===== config.mk =====
export PLATFORM = sky130hd
export DESIGN_NAME = sd_block_responder_flat
export DESIGN_NICKNAME = d
export VERILOG_FILES = /design/src/rtl/sd_block_responder_pkg.sv /design/src/rtl/sd_block_responder_if.sv /design/src/rtl/sd_block_responder_arb.sv /design/src/rtl/sd_block_responder.sv /design/src/flat_wrapper.sv
export SDC_FILE = /design/constraint.sdc
export NUM_CORES = 1
export LEC_CHECK = 0
export BUFFER_PORTS_ARGS = -buffer_cell sky130_fd_sc_hd__buf_4
export CORE_ASPECT_RATIO = 0.7
export CORE_MARGIN = 5
export CORE_UTILIZATION = 44
export DETAILED_ROUTE_END_ITERATION = 6
export GPL_TIMING_DRIVEN = 0
export PLACE_DENSITY = 0.79
export SLEW_MARGIN = 20
export SYNTH_ARGS = -nofsm -noshare
export SYNTH_HDL_FRONTEND = slang
export SYNTH_SLANG_ARGS = --single-unit

===== constraint.sdc =====
create_clock -name clk_sys -period 3.3 [get_ports clk_sys]
set_input_delay 0.66 -clock clk_sys [delete_from_list [all_inputs] [get_ports clk_sys]]
set_output_delay 0.66 -clock clk_sys [all_outputs]
set_load 0.03 [all_outputs]

===== src/rtl/sd_block_responder_pkg.sv =====
// Shared types and constants for the SD block responder.
// Holds the FSM state type, sector geometry and holdoff length.
package iigs_sd_pkg;

    typedef enum logic [2:0] {
        S_IDLE,
        S_GRANT,
        S_RD_FETCH,
        S_RD_PUSH,
        S_WR_ADDR,
        S_WR_STORE,
        S_RELEASE,
        S_HOLDOFF
    } sd_state_t;

    localparam int SECTOR_BYTES   = 512;
    localparam int SECTOR_SHIFT   = 9;
    localparam int HOLDOFF_CYCLES = 2;

    localparam logic [SECTOR_SHIFT-1:0] LAST_BYTE =
        SECTOR_SHIFT'(SECTOR_BYTES - 1);

    // States in which the granted drive sees sd_ack high.
    function automatic logic in_xfer(sd_state_t s);
        return s inside {S_RD_FETCH, S_RD_PUSH, S_WR_ADDR, S_WR_STORE};
    endfunction

endpackage


===== src/rtl/sd_block_responder_if.sv =====
// Sector block bus between requesters, responder and backing memory.
// slave: responder side; master: requester/memory side.
interface sd_block_responder_if #(
    parameter int VDNUM  = 3,
    parameter int ADDR_W = 27
);
    logic [32*VDNUM-1:0]     sd_lba;
    logic [VDNUM-1:0]        sd_rd;
    logic [VDNUM-1:0]        sd_wr;
    logic [VDNUM-1:0]        sd_ack;
    logic [8:0]              sd_buff_addr;
    logic [7:0]              sd_buff_dout;
    logic                    sd_buff_wr;
    logic [8*VDNUM-1:0]      sd_buff_din;
    logic [ADDR_W*VDNUM-1:0] img_base;
    logic [32*VDNUM-1:0]     img_sectors;
    logic [ADDR_W-1:0]       mem_addr;
    logic                    mem_rd;
    logic                    mem_wr;
    logic [7:0]              mem_wdata;
    logic [7:0]              mem_rdata;
    logic                    mem_ready;

    modport slave (
        input  sd_lba, sd_rd, sd_wr, sd_buff_din,
        input  img_base, img_sectors, mem_rdata, mem_ready,
        output sd_ack, sd_buff_addr, sd_buff_dout, sd_buff_wr,
        output mem_addr, mem_rd, mem_wr, mem_wdata
    );

    modport master (
        output sd_lba, sd_rd, sd_wr, sd_buff_din,
        output img_base, img_sectors, mem_rdata, mem_ready,
        input  sd_ack, sd_buff_addr, sd_buff_dout, sd_buff_wr,
        input  mem_addr, mem_rd, mem_wr, mem_wdata
    );

endinterface


===== src/rtl/sd_block_responder_arb.sv =====
// Fixed-priority request encoder, lowest index wins.
// req_i: requests; valid_o/idx_o/onehot_o: winning drive.
module sd_req_arb #(
    parameter int N     = 3,
    parameter int IDX_W = 2
) (
    input  logic [N-1:0]     req_i,
    output logic             valid_o,
    output logic [IDX_W-1:0] idx_o,
    output logic [N-1:0]     onehot_o
);

    // Scan from the top so the lowest active index is written last.
    always_comb begin
        valid_o  = 1'b0;
        idx_o    = '0;
        onehot_o = '0;
        for (int i = N - 1; i >= 0; i--) begin
            if (req_i[i]) begin
                valid_o  = 1'b1;
                idx_o    = IDX_W'(i);
                onehot_o = N'(1) << i;
            end
        end
    end

endmodule


===== src/rtl/sd_block_responder.sv =====
// Device end of the per-drive sector protocol, served from byte memory.
// Ports: clk_sys, reset_n, bus (slave modport), busy, oob.
module sd_block_responder
    import iigs_sd_pkg::*;
#(
    parameter int VDNUM  = 3,
    parameter int ADDR_W = 27
) (
    input  logic                clk_sys,
    input  logic                reset_n,
    sd_block_responder_if.slave bus,
    output logic                busy,
    output logic                oob
);

    localparam int IDX_W = (VDNUM > 1) ? $clog2(VDNUM) : 1;

    sd_state_t               state_q, state_d;
    logic [IDX_W-1:0]        drv_q, drv_d;
    logic [VDNUM-1:0]        sel_q, sel_d;
    logic [VDNUM-1:0]        ack_q, ack_d;
    logic [31:0]             lba_q, lba_d;
    logic                    rd_q, rd_d;
    logic                    oob_q, oob_d;
    logic [SECTOR_SHIFT-1:0] k_q, k_d;
    logic [ADDR_W-1:0]       base_q, base_d;
    logic [7:0]              data_q, data_d;
    logic [1:0]              hold_q, hold_d;

    logic             req_v;
    logic [IDX_W-1:0] req_idx;
    logic [VDNUM-1:0] req_oh;

    sd_req_arb #(
        .N     (VDNUM),
        .IDX_W (IDX_W)
    ) u_arb (
        .req_i    (bus.sd_rd | bus.sd_wr),
        .valid_o  (req_v),
        .idx_o    (req_idx),
        .onehot_o (req_oh)
    );

    logic [31:0]       sel_sectors;
    logic [ADDR_W-1:0] sel_base;
    logic [7:0]        sel_din;
    logic              lba_oob;
    logic              mem_go;

    assign sel_sectors = bus.img_sectors[32*drv_q +: 32];
    assign sel_base    = bus.img_base[ADDR_W*drv_q +: ADDR_W];
    assign sel_din     = bus.sd_buff_din[8*drv_q +: 8];
    assign lba_oob     = (lba_q >= sel_sectors);

    assign mem_go = !oob_q &&
        (state_q == S_RD_FETCH || state_q == S_WR_STORE);

    // Outputs decode from reset registers, so reset clears them at once.
    assign bus.sd_ack       = ack_q;
    assign bus.sd_buff_wr   = (state_q == S_RD_PUSH);
    assign bus.sd_buff_dout = data_q;
    assign bus.sd_buff_addr = in_xfer(state_q) ? k_q : '0;
    assign bus.mem_rd       = mem_go && (state_q == S_RD_FETCH);
    assign bus.mem_wr       = mem_go && (state_q == S_WR_STORE);
    assign bus.mem_addr     = mem_go ? base_q + ADDR_W'(k_q) : '0;
    assign bus.mem_wdata    = (state_q == S_WR_STORE) ? sel_din : '0;
    assign busy             = (state_q != S_IDLE);
    assign oob              = (state_q == S_GRANT) && lba_oob;

    always_comb begin
        state_d = state_q;
        drv_d   = drv_q;
        sel_d   = sel_q;
        lba_d   = lba_q;
        rd_d    = rd_q;
        oob_d   = oob_q;
        k_d     = k_q;
        base_d  = base_q;
        data_d  = data_q;
        hold_d  = hold_q;
        unique case (state_q)
            S_IDLE: begin
                if (req_v) begin
                    drv_d   = req_idx;
                    sel_d   = req_oh;
                    lba_d   = bus.sd_lba[32*req_idx +: 32];
                    rd_d    = bus.sd_rd[req_idx];
                    state_d = S_GRANT;
                end
            end
            S_GRANT: begin
                k_d     = '0;
                oob_d   = lba_oob;
                base_d  = sel_base +
                    (ADDR_W'(lba_q) << SECTOR_SHIFT);
                state_d = rd_q ? S_RD_FETCH : S_WR_ADDR;
            end
            S_RD_FETCH: begin
                if (oob_q) begin
                    data_d  = 8'h00;
                    state_d = S_RD_PUSH;
                end else if (bus.mem_ready) begin
                    data_d  = bus.mem_rdata;
                    state_d = S_RD_PUSH;
                end
            end
            S_RD_PUSH: begin
                if (k_q == LAST_BYTE) begin
                    state_d = S_RELEASE;
                end else begin
                    k_d     = k_q + 1'b1;
                    state_d = S_RD_FETCH;
                end
            end
            // One cycle for the requester's registered buffer read.
            S_WR_ADDR: state_d = S_WR_STORE;
            S_WR_STORE: begin
                if (oob_q || bus.mem_ready) begin
                    if (k_q == LAST_BYTE) begin
                        state_d = S_RELEASE;
                    end else begin
                        k_d     = k_q + 1'b1;
                        state_d = S_WR_ADDR;
                    end
                end
            end
            S_RELEASE: begin
                hold_d  = '0;
                state_d = S_HOLDOFF;
            end
            // Lets requesters that clear on ack-rise drop the level.
            S_HOLDOFF: begin
                if (hold_q == 2'(HOLDOFF_CYCLES - 1)) begin
                    state_d = S_IDLE;
                end else begin
                    hold_d = hold_q + 1'b1;
                end
            end
            default: state_d = S_IDLE;
        endcase
        ack_d = in_xfer(state_d) ? sel_q : '0;
    end

    always_ff @(posedge clk_sys or negedge reset_n) begin
        if (!reset_n) begin
            state_q <= S_IDLE;
            drv_q   <= '0;
            sel_q   <= '0;
            ack_q   <= '0;
            lba_q   <= '0;
            rd_q    <= 1'b0;
            oob_q   <= 1'b0;
            k_q     <= '0;
            base_q  <= '0;
            data_q  <= '0;
            hold_q  <= '0;
        end else begin
            state_q <= state_d;
            drv_q   <= drv_d;
            sel_q   <= sel_d;
            ack_q   <= ack_d;
            lba_q   <= lba_d;
            rd_q    <= rd_d;
            oob_q   <= oob_d;
            k_q     <= k_d;
            base_q  <= base_d;
            data_q  <= data_d;
            hold_q  <= hold_d;
        end
    end

endmodule

===== src/flat_wrapper.sv =====
// flat-port wrapper written by rule: the top's interface ports become plain ports
module sd_block_responder_flat import iigs_sd_pkg::*;
#(
    parameter int VDNUM  = 3,
    parameter int ADDR_W = 27
)
  (clk_sys, reset_n, busy, oob, bus_sd_lba, bus_sd_rd, bus_sd_wr, bus_sd_buff_din, bus_img_base, bus_img_sectors, bus_mem_rdata, bus_mem_ready, bus_sd_ack, bus_sd_buff_addr, bus_sd_buff_dout, bus_sd_buff_wr, bus_mem_addr, bus_mem_rd, bus_mem_wr, bus_mem_wdata);
  sd_block_responder_if #(.VDNUM(VDNUM), .ADDR_W(ADDR_W)) bus_i ();
  input  logic clk_sys;
  input  logic reset_n;
  output logic busy;
  output logic oob;
  input wire logic [$bits(bus_i.sd_lba)-1:0] bus_sd_lba;
  input wire logic [$bits(bus_i.sd_rd)-1:0] bus_sd_rd;
  input wire logic [$bits(bus_i.sd_wr)-1:0] bus_sd_wr;
  input wire logic [$bits(bus_i.sd_buff_din)-1:0] bus_sd_buff_din;
  input wire logic [$bits(bus_i.img_base)-1:0] bus_img_base;
  input wire logic [$bits(bus_i.img_sectors)-1:0] bus_img_sectors;
  input wire logic [$bits(bus_i.mem_rdata)-1:0] bus_mem_rdata;
  input wire logic [$bits(bus_i.mem_ready)-1:0] bus_mem_ready;
  output wire logic [$bits(bus_i.sd_ack)-1:0] bus_sd_ack;
  output wire logic [$bits(bus_i.sd_buff_addr)-1:0] bus_sd_buff_addr;
  output wire logic [$bits(bus_i.sd_buff_dout)-1:0] bus_sd_buff_dout;
  output wire logic [$bits(bus_i.sd_buff_wr)-1:0] bus_sd_buff_wr;
  output wire logic [$bits(bus_i.mem_addr)-1:0] bus_mem_addr;
  output wire logic [$bits(bus_i.mem_rd)-1:0] bus_mem_rd;
  output wire logic [$bits(bus_i.mem_wr)-1:0] bus_mem_wr;
  output wire logic [$bits(bus_i.mem_wdata)-1:0] bus_mem_wdata;
  assign bus_i.sd_lba = bus_sd_lba;
  assign bus_i.sd_rd = bus_sd_rd;
  assign bus_i.sd_wr = bus_sd_wr;
  assign bus_i.sd_buff_din = bus_sd_buff_din;
  assign bus_i.img_base = bus_img_base;
  assign bus_i.img_sectors = bus_img_sectors;
  assign bus_i.mem_rdata = bus_mem_rdata;
  assign bus_i.mem_ready = bus_mem_ready;
  assign bus_sd_ack = bus_i.sd_ack;
  assign bus_sd_buff_addr = bus_i.sd_buff_addr;
  assign bus_sd_buff_dout = bus_i.sd_buff_dout;
  assign bus_sd_buff_wr = bus_i.sd_buff_wr;
  assign bus_mem_addr = bus_i.mem_addr;
  assign bus_mem_rd = bus_i.mem_rd;
  assign bus_mem_wr = bus_i.mem_wr;
  assign bus_mem_wdata = bus_i.mem_wdata;
  sd_block_responder #(.VDNUM(VDNUM), .ADDR_W(ADDR_W)) u_core (.clk_sys(clk_sys), .reset_n(reset_n), .bus(bus_i), .busy(busy), .oob(oob));
endmodule

# After elaboration in Yosys (flattened, before gate mapping)
# Cells that the tools add are included.
[word_totals] inputBits=314 regBits=91 elab_cells=87
[op_classes] eq_ne=15 n_shift=4 addsub=4 n_lt_le_gt_ge=2 mux=31 n_reduce_logical=18 n_bitwise=1 mul=1
[op_table] cell="indexed part select 96 x 8 -> 32 bit" n=2
[op_table] cell="indexed part select 81 x 8 -> 27 bit" n=1
[op_table] cell="2-to-1 mux 3 bit" n=11
[op_table] cell=">= comparator 32 bit" n=1
[op_table] cell="adder 27 bit" n=1
[op_table] cell="adder 27 x 9 -> 27 bit" n=1
[op_table] cell="2-to-1 mux 27 bit" n=1
[op_table] cell="2-to-1 mux 9 bit" n=3
[op_table] cell="one-hot mux 9 bit (3 select lines)" n=1
[op_table] cell="2-to-1 mux 8 bit" n=3
[op_table] cell="one-hot mux 3 bit (8 select lines)" n=1
[op_table] cell="indexed part select 24 x 6 -> 8 bit" n=1
[op_table] cell="equality test 3 bit (second input constant)" n=6
[op_table] cell="equality test 3 x 2 -> 1 bit (second input constant)" n=4
[op_table] cell="2-to-1 mux 2 bit" n=5
[op_table] cell="adder 9 x 1 -> 9 bit (second input constant)" n=1
[op_table] cell="equality test 9 bit (second input constant)" n=1
[op_table] cell="AND reduction 2 bit" n=4
[op_table] cell="nonzero test 4 bit" n=2
[op_table] cell="multiplier 5 x 2 -> 7 bit (first input constant)" n=1
[op_table] cell="nonzero test 3 bit" n=2
[op_table] cell="logical AND 1 bit" n=4
[op_table] cell="2-to-1 mux 1 bit" n=4
[op_table] cell="!= test 2 bit (second input constant)" n=2
[op_table] cell="other kinds (11)" n=13

# Logic depth before layout (Yosys ltp)
# Gate-level depths: netlist (run 1).
[depth] ltp_word=9 ltp_mapped=13 ltp_nobuf=11

# By module
# A second synthesis (run 1) with hierarchy kept.
[unflattened] hier_cells=1029 hier_area_um2=8175.3
[modules_own_cells] mod="sd_block_responder" instances=1 area_each_um2=8132.8 cells_per_inst=1023 seq_area_each_um2=2277.2
[modules_own_cells] mod="sd_req_arb" instances=1 area_each_um2=42.5 cells_per_inst=6 seq_area_each_um2=0.0

# Worst setup path after synthesis (run 1)
# Ideal clock, no wire load.
[synth_timing] path_type="register to output" startpoint="register u_core.sel_q[2] (netlist name)" endpoint="output oob" t_arrival_ps=3008 t_required_ps=2640 n_path_buf=3 setup_slack_ps=-368 stages_incl_launch_ff=13 cell_sequence="dfrtp_1 > clkbuf_1 > nor2b_1 > clkbuf_1 > clkbuf_1 > a21oi_1 > ha_1 > nand4_1 > or4_1 > nor4_1 > o31a_1 > nor2_1 > nor2_1"
[synth_lines] item="to (decl)" line="flat_wrapper.sv:12" rtl="output logic oob;"

==> impl_metrics.ini, run 1 <==
[place]
dp_slack_ns = -1.025
gp_congestion = 0.9334
dp_hpwl_um = 25040
dp.cells = 1626
port_buffers = 373

[floorplan]
fp.dieArea_mm2 = 0.02107
initial_utilization_pct = 44.66
placementRows = 41
die_w_um = 171.4
boundaryPins = 374
dieHeight_um = 123.0
coreArea_mm2 = 0.01795

[critical_path]
end_kind = output pin
crit_family = compound AO/OA/AOI/OAI gates
cp-start-kind = flop
cp.arrival_ns = 3.22
cp_slowest_cell = dfrtp_4
r2r_cells = 14
r2r-start = u_core.sel_q[2]
setup.worst_path.class = reg2out
crit_path_start = u_core.sel_q[2]
endpoint = oob
reg2reg_slack_ns = 0.03
regToRegEndpoint = u_core.base_q[25]
worstPathRequired_ns = 2.64
cp_num_cells = 13
max_stage_delay_ns = 0.55
path_buf_inv = 4
crit_fanout = 6
path_cells = buf_4 > buf_4 > buf_12 > mux2i_1 > o21ai_0 > ha_1 > nand2b_1 > a2111oi_4 > nor4_4 > o31a_1 > nor2_4 > nor2_4 > buf_6

[min_path]
min_path_type = in2async

[sta]
rsz0062_at_grt = true
slew-limit-headroom_pct = 42.74
hold_viol = 0
fin_skew_ns = 0.01257
fmax_mhz = 257.5
drv_slew = 0
setup_viol = 5
fin_crit_sh_pct = 117.7
worst_pin_slew_ns = 0.8498
setup_ws_ns = -0.5829
finalCriticalPeriod_ns = 3.883

[yosys]
syn_area_mm2 = 0.008019
ys_seq_elements = 89
synthAdderAreaFrac_pct = 10.02
synth_nets = 1393
yosysWarnings = 0
yosysTopAreaCell = dfrtp_1
synth-edff-count = 0
synth_seq_area_share_pct = 27.77
netlist_instances = 1016
ys_top_cells_by_count = 152 x nand2_1, 129 x o21ai_0, 114 x nor2_1, 100 x mux2i_1, 89 x dfrtp_1
yosys-top-cells-area = dfrtp_1 28%, mux2i_1 12%, ha_1 9.5%
yosys.area_share.xor_xnor_pct = 3.495
avgSynthCellArea_um2 = 7.893
synth_ff_type = dfrtp_1
synth.top_cell.area_share_pct = 27.77
yosys-mux-area-fraction_pct = 12.62
synth_top_family_by_area = compound AO/OA/AOI/OAI gates
synth.distinct_cells = 66
async_reset_ff_share_pct = 100.0
synth-simple-area-share_pct = 20.69
yosysMostFrequentCell = nand2_1
synth_compound_area_share_pct = 21.67

[global_route]
grt_start_max_net_pins = 49
antenna_found_initial = 0
grt_pass1_vias = 9288
grt_pass1_wl_um = 47540
gr-total-overflow = 0
track_usage_pct = 28.47

[power]
p_per_area_mw_per_mm2 = 239.5
vdd_drop_max_uv = 211.2
leakage_nw = 6.352

[drt]
drtIter0Drc = 743
routed_via_density = 5.527
wl_per_cell_um = 18.80
ant_nets = 0
routed-via-count = 9324
drt_first_pass_iters = 6
drt_wl_total_um = 31710
drc = 0

[cts]
cts_root_buf = clkbuf_16
cts_buffers = 9
cts_tree = yes
ctsLongestPathBuffers = 2
clk_latency_ns = 0.35
clock_sinks = 89
htreeDepth = 3
cts_hold_buf = 0
path_clk_slew_ns = 0.07

[layout]
insertedDiodeCount = 0
fin_cells = 1687
final_core_util_pct = 69.42
drive_gt1_share_pct = 38.94
area_growth_pct = 55.44
layout.nets = 1824

[outcome]
violations = negative setup slack
outcome = finished with violations

[job]
drv_cap = 0
## worst min-delay path by stage
stage,start,end,slack (ns),cells after the start
3_3_place_gp,u_core.sel_q[0],u_core.sel_q[0],0.46,2
6_report,reset_n,u_core.lba_q[14],0.36,1
5_1_grt,reset_n,u_core.base_q[23],0.40,1
3_5_place_dp,u_core.sel_q[0],u_core.sel_q[0],0.47,2
2_1_floorplan,reset_n,u_core.base_q[0],0.36,0
4_1_cts,reset_n,u_core.lba_q[14],0.37,1
## routing by layer
metal | vias to the layer above | wire [um] | track usage [%]
li1 | 4494 | - | -
met1 | 4386 | 13090 | 36.81
met2 | 389 | 15670 | 48.43
met3 | 55 | 2264 | 6.008
met4 | 0 | 685 | 8.412
met5 | - | 0 | 0
## cells by family (layout without fill, tap and decap cells)
logic type | Yosys count | count (layout)
buffers and inverters | 70 | 505
and+or+nand+nor | 369 | 369
xor gates and xnor gates | 32 | 32
muxes | 101 | 101
DFF | 89 | 89
adders and majority gates | 63 | 63
AOI/OAI and AO/OA | 292 | 292
## layout by cell type, fill, tap and decap left out, types with 17 or more instances in the layout
cell,count
and2_1,17
ha_1,49
dfrtp_1,81
o21ai_0,115
a21oi_1,63
nor2_1,108
xnor2_1,23
buf_4,414
nand2_1,151
mux2i_1,95
clkbuf_1,20
## power breakdown
group          switching (mW)  internal [mW]  leakage (nW)
sequential            0.00417           1.09          1.06
clock                   0.437          0.733         0.161
combinational           0.298          0.418          5.13
total                   0.740           2.25          6.35
## sequential cells by signal, summed over array words and instances (netlist names)
name                     cells
u_core.hold_q                2
u_core.bus.sd_ack            3
u_core.rd_q                  1
u_core.sel_q                 3
u_core.k_q                   9
u_core.state_q               3
u_core.bus.sd_buff_dout      8
u_core.oob_q                 1
u_core.base_q               27
u_core.lba_q                32
## layout make-up
cell class	instances	area (um^2)
flip-flops and latches	89	2240
repair buffers	423	3246
clock buffers	9	225.2
multi-input cells	857	5903
clock inverters	6	107.6
plain buffers	55	402.9
well taps	236	295.3
inverters	12	45.04
fillers	1465	5490
## what timing repair did
item                       CTS  global route
setup endpoints to repair   32            31
gates resized for setup     67            94
pin swaps                   14            53
cloned                       1             0
buffers inserted            16            32
## metrics by stage
step	area [um^2]	TNS, ns	hold slack (ns)	total power [mW]
2_1_floorplan	8035	0	0.3644	1.371
3_3_place_gp	11130	-5.524	0.4610	1.743
3_5_place_dp	11150	-6.028	0.4666	1.762
4_1_cts	11880	-0.5354	0.3664	2.951
5_1_grt	12460	-1.652	0.3997	3.111
6_report	12460	-0.6761	0.3590	2.986
Note: power is estimated with default switching activity, not from simulation.
==> run 2, diff against run 1 <==
==> constraint.sdc (replaced) <==
create_clock -name clk_sys -period 3.3 [get_ports clk_sys]
set_input_delay 0 -clock clk_sys [delete_from_list [all_inputs] [get_ports clk_sys]]
set_output_delay 0 -clock clk_sys [all_outputs]
set_load 0.03 [all_outputs]
==> run 2 against run 1 <==
The flow finishes with violations (negative hold slack). Count of clock-buffer cells in the layout is 1 higher. Utilization is 3.2 points lower. Fmax is 18% higher. Clock skew is 0.0021 ns lower. Largest power group is now registers.
==> impl_metrics.ini, run 2 (synthesized netlist as in run 1, its figures left out) <==
[place]
dp_slack_ns = -0.6033
gp_congestion = 0.9464
dp.cells = 1625
port_buffers = 373
place_area_mm2 = 0.01112
dp_hpwl_um = 24990

[floorplan]
boundaryPins = 374
placementRows = 41
die_w_um = 171.4
coreArea_mm2 = 0.01795
initial_utilization_pct = 44.66
fp.dieArea_mm2 = 0.02107
dieHeight_um = 123.0

[sta]
fmax_mhz = 304.4
fin_crit_sh_pct = 99.56
fin_skew_ns = 0.01045
rsz0062_at_grt = true
slew-limit-headroom_pct = 42.68
whs_ns = -0.003544
worst_pin_slew_ns = 0.8598
setup_viol = 0
finalCriticalPeriod_ns = 3.286
hold_viol = 1
drv_slew = 0
setup_ws_ns = 0.01443

[critical_path]
cp.arrival_ns = 3.29
crit_fanout = 10
path_buf_inv = 3
worstPathRequired_ns = 3.30
end_kind = output pin
setup.worst_path.class = reg2out
crit_family = compound AO/OA/AOI/OAI gates
max_stage_delay_ns = 0.50
cp-start-kind = flop
cp_slowest_cell = dfrtp_2
path_cells = buf_8 > buf_6 > mux2i_1 > o21ai_1 > ha_1 > nand2b_1 > a2111oi_1 > nor4_1 > o31a_1 > nor2_4 > nor2_2 > buf_4
reg2reg_slack_ns = 0.11

[layout]
insertedDiodeCount = 0
fillers = 1542
final_cell_mix = 379 x buf_4, 152 x nand2_1, 125 x o21ai_0, 112 x nor2_1, 100 x mux2i_1
layout.nets = 1814
final-seq-area_mm2 = 0.002228
fin_area_mm2 = 0.01189
drive_gt1_share_pct = 31.28
area_growth_pct = 48.32
fin_cells = 1678
largest_reg_flops = 32
final_common_cell = buf_4
multi_input_area_mm2 = 0.005522
top_register = u_core.lba_q
top_regs = u_core.lba_q x32, u_core.base_q x27, u_core.k_q x9

[drt]
wl_per_cell_um = 18.12
routed-via-count = 9081
drt_wl_total_um = 30400
wl_met3_um = 2321
drt_first_pass_iters = 5
drtIter0Drc = 598
drc = 0
routed_via_density = 5.412
met1Wirelength_um = 12810
dr.max_layer_used = met4
wl_met2_um = 14630
ant_nets = 0

[global_route]
grt_start_max_net_pins = 90
grt_pass1_vias = 9053
grt_pass1_wl_um = 46660
track_usage_pct = 27.95
gr-total-overflow = 0
antenna_found_initial = 0

[cts]
clk_latency_ns = 0.35
ctsLongestPathBuffers = 2
htreeDepth = 3
cts_root_buf = clkbuf_16
clock_sinks = 89
cts_tree = yes
cts_buffers = 9
path_clk_slew_ns = 0.07

[power]
switching_share_pct = 26.92
leakage_nw = 6.181
internal_power_mw = 2.038
p_comb_share_pct = 24.5
share_seq_of_total_power_pct = 39.4
p_per_area_mw_per_mm2 = 234.5
clkPwrFrac_pct = 36.1
vdd_drop_max_uv = 229.1
switchingPower_mw = 0.7508

[job]
drv_cap = 0

[outcome]
outcome = finished with violations
violations = negative hold slack

[min_path]
min_path_type = in2reg
## run 2: cell count changes in the layout (fill, tap and decap cells not counted), moves of 6 or more
cell           previous run  this run
buf_4                   414       379
dlygate4sd3_1             0        34
o21ai_1                  11         4
a21oi_2                  16         1
ha_1                     49        61
dfrtp_2                   7         1
dfrtp_1                  81        88
ha_4                      7         0
buf_6                    12         4
a21oi_1                  63        79
a211oi_2                  6         0
a211oi_1                  4        11
o21ai_0                 115       125
## run 2: metrics by stage
stage / util, % / power [mW] / setup TNS [ns]
2_1_floorplan: - / 1.370 / 0
3_3_place_gp: 61.90 / 1.746 / -4.899
3_5_place_dp: 61.92 / 1.759 / -5.700
4_1_cts: 66.03 / 2.802 / 0
5_1_grt: 66.24 / 2.909 / -0.2082
6_report: 66.24 / 2.789 / 0
## run 2: per-layer routing
| metal | track usage, % | vias to the layer above |
|---|---|---|
| li1 | - | 4478 |
| met1 | 36.59 | 4202 |
| met2 | 47.62 | 356 |
| met3 | 6.072 | 45 |
| met4 | 6.729 | 0 |
| met5 | 0 | - |
## run 2: layout make-up
cell class,instances,share of cell area [%]
Multi-Input combinational cell,857,46.42
Timing Repair Buffer,411,26.69
Sequential cell,89,18.74
Buffer,57,2.851
Tap cell,236,2.483
Clock buffer,10,2.009
Clock inverter,6,0.4313
Inverter,12,0.3787
## run 2: path summary, 6_finish.rpt
check                                 from                end  depth (start not counted)
max reg2reg                u_core.sel_q[2]  u_core.base_q[23]                         12
max                        u_core.sel_q[2]                oob                         12
max in group asynchronous          reset_n    u_core.sel_q[2]                          2
min reg2reg                u_core.sel_q[0]    u_core.sel_q[0]                          2
min in group asynchronous          reset_n  u_core.base_q[25]                          2
min                         bus_sd_lba[95]   u_core.lba_q[31]                          3
## run 2: worst min-delay path, cell delays in order
cell and delay [ns]:
buf_4 0.07, o21ai_0 0.07, o21ai_0 0.16
## run 2: repair_timing
| item | CTS | global route |
|---|---|---|
| gates resized for setup | 36 | 15 |
| hold buffers | 34 | 0 |
| endpoints found under the hold margin | 120 | 0 |
| endpoints found under the setup margin | 16 | 8 |
| setup buffers | 3 | 1 |
| pin swaps | 2 | 2 |
## run 2: power by group through the flow
stage | clock network, mW | logic [mW] | registers (mW)
detailed placement | 0 | 0.642 | 1.12
floorplan | 0 | 0.251 | 1.12
CTS | 1.02 | 0.680 | 1.10
global placement | 0 | 0.629 | 1.12
global route | 1.06 | 0.749 | 1.10
finish | 1.01 | 0.684 | 1.10
